--- src/rtl/aukv_fetch_queue.sv ---
`default_nettype none
// ============================================================================
// Module      : aukv_fetch_queue
// Description : In-order instruction fetch unit with an outstanding-request tag
//               FIFO, a decode-side instruction queue and redirect/drop handling.
// Revision    : 1.0 - initial release
// ============================================================================
module aukv_fetch_queue #(
    parameter logic [31:0] RESET_VEC = 32'h8000_0000,
    parameter int          DEPTH     = 4,
    parameter int          MAX_OUTST = 2
) (
    input  logic                     i_clk,
    input  logic                     i_rst,
    output logic [31:0]              o_instr_addr,
    output logic                     o_instr_addr_valid,
    input  logic                     i_instr_addr_ready,
    input  logic [31:0]              i_instr_data,
    input  logic                     i_instr_data_valid,
    input  logic                     i_stall,
    input  logic                     i_redirect,
    input  logic [31:0]              i_redirect_addr,
    output logic [31:0]              o_instr,
    output logic [31:0]              o_pc,
    output logic                     o_instr_valid,
    output logic [$clog2(DEPTH):0]   o_queue_count
);

    localparam int QW = $clog2(DEPTH);
    localparam int CW = QW + 1;
    localparam int TW = (MAX_OUTST > 1) ? $clog2(MAX_OUTST) : 1;

    localparam logic [31:0]   c_NOP       = 32'h0000_0033;
    localparam logic [TW-1:0] c_TAG_LAST  = TW'(MAX_OUTST - 1);
    localparam logic [CW-1:0] c_MAX_OUTST = CW'(MAX_OUTST);
    localparam logic [CW:0]   c_DEPTH     = (CW + 1)'(DEPTH);

    logic [31:0]   r_fetch_pc;
    logic [31:0]   r_last_pc;
    logic [CW-1:0] r_outst;
    logic [CW-1:0] r_drop;
    logic [CW-1:0] r_count;
    logic [TW-1:0] r_tag_wr;
    logic [TW-1:0] r_tag_rd;
    logic [QW-1:0] r_q_wr;
    logic [QW-1:0] r_q_rd;

    logic [31:0]   r_tag_mem [MAX_OUTST];
    logic [31:0]   r_q_pc    [DEPTH];
    logic [31:0]   r_q_instr [DEPTH];

    logic          w_req_valid;
    logic          w_accept;
    logic          w_resp_ok;
    logic          w_push;
    logic          w_pop;
    logic          w_empty;
    logic [CW:0]   w_inflight;
    logic [CW-1:0] w_acc_inc;
    logic [CW-1:0] w_resp_dec;
    logic [CW-1:0] w_push_inc;
    logic [CW-1:0] w_pop_dec;
    logic [TW-1:0] w_tag_wr_nxt;
    logic [TW-1:0] w_tag_rd_nxt;
    logic [31:0]   w_head_pc;
    logic [31:0]   w_head_instr;

    // Requests in flight plus queued entries bound the queue, so it never overflows.
    assign w_inflight  = {1'b0, r_outst} + {1'b0, r_count};
    assign w_req_valid = ~i_rst & ~i_redirect & (r_outst < c_MAX_OUTST)
                       & (w_inflight < c_DEPTH) & (r_drop == '0);
    assign w_accept    = w_req_valid & i_instr_addr_ready;
    assign w_resp_ok   = i_instr_data_valid & (r_outst != '0);
    assign w_push      = w_resp_ok & ~i_redirect & (r_drop == '0);
    assign w_empty     = (r_count == '0);
    assign w_pop       = ~w_empty & ~i_stall & ~i_redirect;

    assign w_acc_inc   = {{(CW-1){1'b0}}, w_accept};
    assign w_resp_dec  = {{(CW-1){1'b0}}, w_resp_ok};
    assign w_push_inc  = {{(CW-1){1'b0}}, w_push};
    assign w_pop_dec   = {{(CW-1){1'b0}}, w_pop};

    assign w_tag_wr_nxt = (r_tag_wr == c_TAG_LAST) ? '0 : r_tag_wr + 1'b1;
    assign w_tag_rd_nxt = (r_tag_rd == c_TAG_LAST) ? '0 : r_tag_rd + 1'b1;

    assign w_head_pc    = r_q_pc[r_q_rd];
    assign w_head_instr = r_q_instr[r_q_rd];

    assign o_instr_addr       = r_fetch_pc;
    assign o_instr_addr_valid = w_req_valid;
    assign o_instr_valid      = w_pop;
    assign o_instr            = w_pop ? w_head_instr : c_NOP;
    assign o_pc               = w_empty ? r_last_pc : w_head_pc;
    assign o_queue_count      = r_count;

    always_ff @(posedge i_clk or posedge i_rst) begin
        if (i_rst) begin
            r_fetch_pc <= RESET_VEC;
            r_last_pc  <= RESET_VEC;
            r_outst    <= '0;
            r_drop     <= '0;
            r_count    <= '0;
            r_tag_wr   <= '0;
            r_tag_rd   <= '0;
            r_q_wr     <= '0;
            r_q_rd     <= '0;
        end else if (i_redirect) begin
            // Whatever is still pending after this cycle's response must be discarded.
            r_fetch_pc <= i_redirect_addr;
            r_outst    <= r_outst - w_resp_dec;
            r_drop     <= r_outst - w_resp_dec;
            r_count    <= '0;
            r_tag_wr   <= '0;
            r_tag_rd   <= '0;
            r_q_wr     <= '0;
            r_q_rd     <= '0;
        end else begin
            if (w_accept) begin
                r_fetch_pc <= r_fetch_pc + 32'd4;
                r_tag_wr   <= w_tag_wr_nxt;
            end
            if (w_resp_ok && (r_drop != '0)) begin
                r_drop <= r_drop - 1'b1;
            end
            if (w_push) begin
                r_tag_rd <= w_tag_rd_nxt;
                r_q_wr   <= r_q_wr + 1'b1;
            end
            if (w_pop) begin
                r_q_rd    <= r_q_rd + 1'b1;
                r_last_pc <= w_head_pc;
            end
            r_outst <= r_outst + w_acc_inc - w_resp_dec;
            r_count <= r_count + w_push_inc - w_pop_dec;
        end
    end

    always_ff @(posedge i_clk) begin
        if (w_accept) begin
            r_tag_mem[r_tag_wr] <= r_fetch_pc;
        end
        if (w_push) begin
            r_q_pc[r_q_wr]    <= r_tag_mem[r_tag_rd];
            r_q_instr[r_q_wr] <= i_instr_data;
        end
    end

endmodule
`default_nettype wire

--- config.mk ---
export PLATFORM = sky130hd
export DESIGN_NAME = aukv_fetch_queue
export DESIGN_NICKNAME = d
export VERILOG_FILES = /design/src/rtl/aukv_fetch_queue.sv
export SDC_FILE = /design/constraint.sdc
export NUM_CORES = 1
export LEC_CHECK = 0
export ABC_AREA = 1
export BUFFER_PORTS_ARGS = -buffer_cell sky130_fd_sc_hd__buf_2
export CAP_MARGIN = 5
export CELL_PAD_IN_SITES_DETAIL_PLACEMENT = 0
export CELL_PAD_IN_SITES_GLOBAL_PLACEMENT = 1
export CORE_MARGIN = 2
export CORE_UTILIZATION = 25
export CTS_BUF_LIST = sky130_fd_sc_hd__clkbuf_4 sky130_fd_sc_hd__clkbuf_8
export CTS_CLUSTER_SIZE = 30
export DETAILED_ROUTE_END_ITERATION = 16
export MAX_ROUTING_LAYER = met4
export PLACE_DENSITY = 0.55
export SYNTH_ARGS = -nofsm -noshare
export SYNTH_HDL_FRONTEND = slang
export SYNTH_SLANG_ARGS = --single-unit
--- constraint.sdc ---
create_clock -name i_clk -period 5.86 [get_ports i_clk]
set_input_delay 1.172 -clock i_clk [delete_from_list [all_inputs] [get_ports i_clk]]
set_output_delay 1.172 -clock i_clk [all_outputs]
set_load 0.05 [all_outputs]
==> qor.yml <==
clock_network:
  tritoncts: "done"
  insertion_delay_ns: 0.64
  cts_resized: 0
  clkSinkCount: 399
  htreeDepth: 3
  root_buffer: "clkbuf_8"
  clkSlewWorstSetupHoldPaths_ns: 0.05
  hold_buffers: 0
  cts_max_path_buffers: 3
  cts_setup_buffers: 0
  cts_buffers: 72
pwr:
  p_per_area_mw_per_mm2: 467
  total_power_mw: 9.41
  cellLeakagePower_nw: 7.64
  vdd_ir_drop_max_uv: 259
worst_hold_path:
  min_path_type: "flip-flop to flip-flop"
  hp-start: "r_last_pc[31]$_DFFE_PP1P_"
  whs_path_depth: 2
  whs_endpoint: "r_last_pc[31]$_DFFE_PP1P_"
placed_design:
  gp_congestion: 0.770
  place_inst: 2491
  port_buffers: 170
  dp_hpwl_um: 28400
route:
  post_drt_wl_per_cell_um: 17.4
  drt_iter0_markers: 905
  viasPerCell: 4.35
  ant_nets: 0
  drc: 0
  routed_wirelength_um: 45600
  dr.pass1.iters: 6
  dr_total_vias: 11400
global_route:
  gr-total-overflow: 0
  grt_pass1_vias: 11300
  grt_first_pass_wirelength_um: 69400
  antenna_found_initial: 0
  grt_max_degree: 89
  grt_usage_pct: 13.4
synth:
  synth-seq-area-share_pct: 68.7
  synth_common_cells: "edfxtp_1, nand2_1, nor2_1"
  synth_compound_area_share_pct: 9.00
  synth.most_common_cell: "edfxtp_1"
  synthAdderAreaFrac_pct: 1.42
  syn-cell-area_sq_mm: 0.0169
  synth_xor_area_share_pct: 0.467
  avgSynthCellArea_sq_um: 11.2
  ys.warnings.count: 0
  synth_top_family_by_area: "simple AND/OR/NAND/NOR gates"
  syn_nets: 1591
  async_flop_share_pct: 19.8
  synth_edf_count: 320
  syn-instance-count: 1503
  synthMuxAreaShare_pct: 2.14
  yosys.area.top_type: "edfxtp_1"
  synth_cell_types: 33
  ys.flop_type: "edfxtp_1"
  synthSimpleGateAreaFrac_pct: 14.0
  ys_seq_elements: 399
  synth_top_area_share_pct: 56.9
  ys_top_cells_by_area: "edfxtp_1, dfrtp_1, o21ai_0"
sta:
  rsz0062_at_grt: "no"
  max_freq_mhz: 242
  setup_violations: 0
  tightest_slew_ns: 1.07
  hold_viol: 0
  fin_crit_ns: 4.14
  fin_skew_ns: 0.0243
  final_max_slew_viol_count: 0
  setup_tns_ns: 0
  final.period_utilization_pct: 70.6
  slew_headroom_pct: 28.9
floorplanning:
  rows: 95
  dieArea_sq_mm: 0.0696
  start_util_pct: 25.2
  fp.dieH_um: 264
  num_io_pins: 171
  core_sq_mm: 0.0670
  die_w_um: 264
status:
  status: "complete, no violations"
cells_and_area:
  area_delta_synth_final_pct: 19.5
  drive_above_1_share_pct: 21.7
  fillers: 6923
  fin_cells: 2621
  diodes: 0
  nNetsFinal: 1780
setup_path:
  r2r-start: "o_queue_count[1]$_DFF_PP0_"
  cp_slowest_stage_delay_ns: 0.49
  reg2reg_to: "o_queue_count[2]$_DFF_PP0_"
  cp_num_buf_inv: 5
  end_kind: "output pin"
  path_delay_family: "buffers and inverters"
  path_max_fanout: 65
  cp-start-kind: "flip-flop"
  arrival_ns: 2.97
  reg2reg_slack_ns: 2.76
  crit_required_ns: 4.69
  cp_slowest_cell: "buf_4"
  ff2ff_path_depth: 15
  crit_path_frequent_cell: "inv_2"
  path_class: "flip-flop to output pin"
  path_cells: "nor2_1 > nand2_2 > buf_4 > inv_1 > nor2_2 > inv_2 > nor2_4 > inv_2 > a21oi_1 > buf_2"
flow_run:
  drv_cap: 0
-- through the flow --
stage          utilization, %  setup slack [ns]  cell area (sq um)  hold WS (ns)
6_report                 30.1              1.72              20200         0.502
5_1_grt                  30.1              1.38              20200         0.535
4_1_cts                  30.1              1.57              20200         0.510
3_5_place_dp             27.9              2.20              18700         0.503
3_3_place_gp             27.9              2.23              18700         0.482
2_1_floorplan               -             0.531              16900         0.467
-- worst reg2reg max path, stage by stage (launching register included) --
cell,delay [ns]
dfrtp_1,0.44
nor2_1,0.08
nand2_2,0.07
buf_4,0.49
inv_1,0.16
nor2_2,0.14
inv_2,0.06
nor2_4,0.12
buf_12,0.30
ha_1,0.30
inv_1,0.06
ha_1,0.13
inv_1,0.05
fa_1,0.37
o21ai_0,0.17
a21oi_1,0.06
-- report_power, final --
group          switching (mW)  total [mW]  internal, mW
combinational            2.56        3.28         0.714
clock                    1.15        2.65          1.49
sequential              0.138        3.49          3.35
-- registers in the layout, summed over array words and instances, names as in the netlist --
signal,flops
o_instr_addr,32
o_queue_count,3
r_drop,3
r_last_pc,32
r_outst,3
r_q_instr,128
r_q_pc,128
r_q_rd,2
r_q_wr,2
r_tag_mem,64
r_tag_rd,1
r_tag_wr,1
-- cells by family (layout without fill, tap and decap cells) --
logic type / count (synthesis) / count (layout)
compound gates: 284 / 284
xor+xnor: 9 / 9
fa+ha+maj: 18 / 18
buf+inv: 176 / 421
flops: 399 / 399
mux: 32 / 32
simple gates: 585 / 585
-- worst max path at each step --
stage	cells after the start	from	endpoint
final	10	o_queue_count[1]$_DFF_PP0_	o_instr[25]
after global routing	10	o_queue_count[1]$_DFF_PP0_	o_instr[31]
after CTS	7	r_q_rd[1]$_DFFE_PP0P_	o_pc[1]
after detailed placement	6	i_instr_data_valid	r_q_instr[1][0]$_DFFE_PP_
after global placement	6	i_instr_data_valid	r_q_instr[1][21]$_DFFE_PP_
after floorplan	7	i_rst	r_tag_mem[0][0]$_DFFE_PP_
-- placed cells by master (no fill, tap or decap), types with 2 or more instances in the layout --
| cell type | n |
|---|---|
| edfxtp_1 | 320 |
| nand2_1 | 258 |
| nor2_1 | 231 |
| o21ai_0 | 201 |
| buf_2 | 170 |
| inv_1 | 93 |
| clkbuf_8 | 77 |
| dfrtp_1 | 75 |
| nand3_1 | 68 |
| a21oi_1 | 34 |
| o22ai_1 | 32 |
| mux2_2 | 32 |
| clkbuf_4 | 29 |
| buf_4 | 17 |
| ha_1 | 16 |
| clkinv_2 | 10 |
| nor2_4 | 9 |
| o21ai_1 | 8 |
| nand3b_1 | 7 |
| inv_2 | 7 |
| clkinv_1 | 7 |
| xnor2_1 | 5 |
| nor2_2 | 5 |
| o21bai_1 | 4 |
| o221ai_2 | 4 |
| xor2_1 | 4 |
| clkinvlp_4 | 3 |
| nand2_2 | 2 |
| or2_0 | 2 |
| fa_1 | 2 |
| inv_6 | 2 |
| bufinv_16 | 2 |
| dfstp_2 | 2 |
| buf_12 | 2 |
-- layout make-up --
class	instances	area [sq um]	share of cell area [%]
Inverter	102	387	1.92
Timing Repair Buffer	189	1020	5.05
Sequential cell	399	11600	57.5
Clock buffer	106	1280	6.34
Clock inverter	24	188	0.931
Tap cell	873	1090	5.42
Multi-Input combinational cell	928	4610	22.8
-- per-layer routing --
metal | vias up | routed length [um] | track usage, % | share of wire [%]
met5 | - | 0 | - | 0
met4 | 0 | 663 | 3.19 | 1.5
met3 | 68 | 2580 | 3.16 | 5.6
met2 | 310 | 20700 | 20.5 | 45
met1 | 5459 | 21700 | 18.1 | 48
li1 | 5558 | - | - | -
No activity file was read; power rests on OpenSTA's default activity.
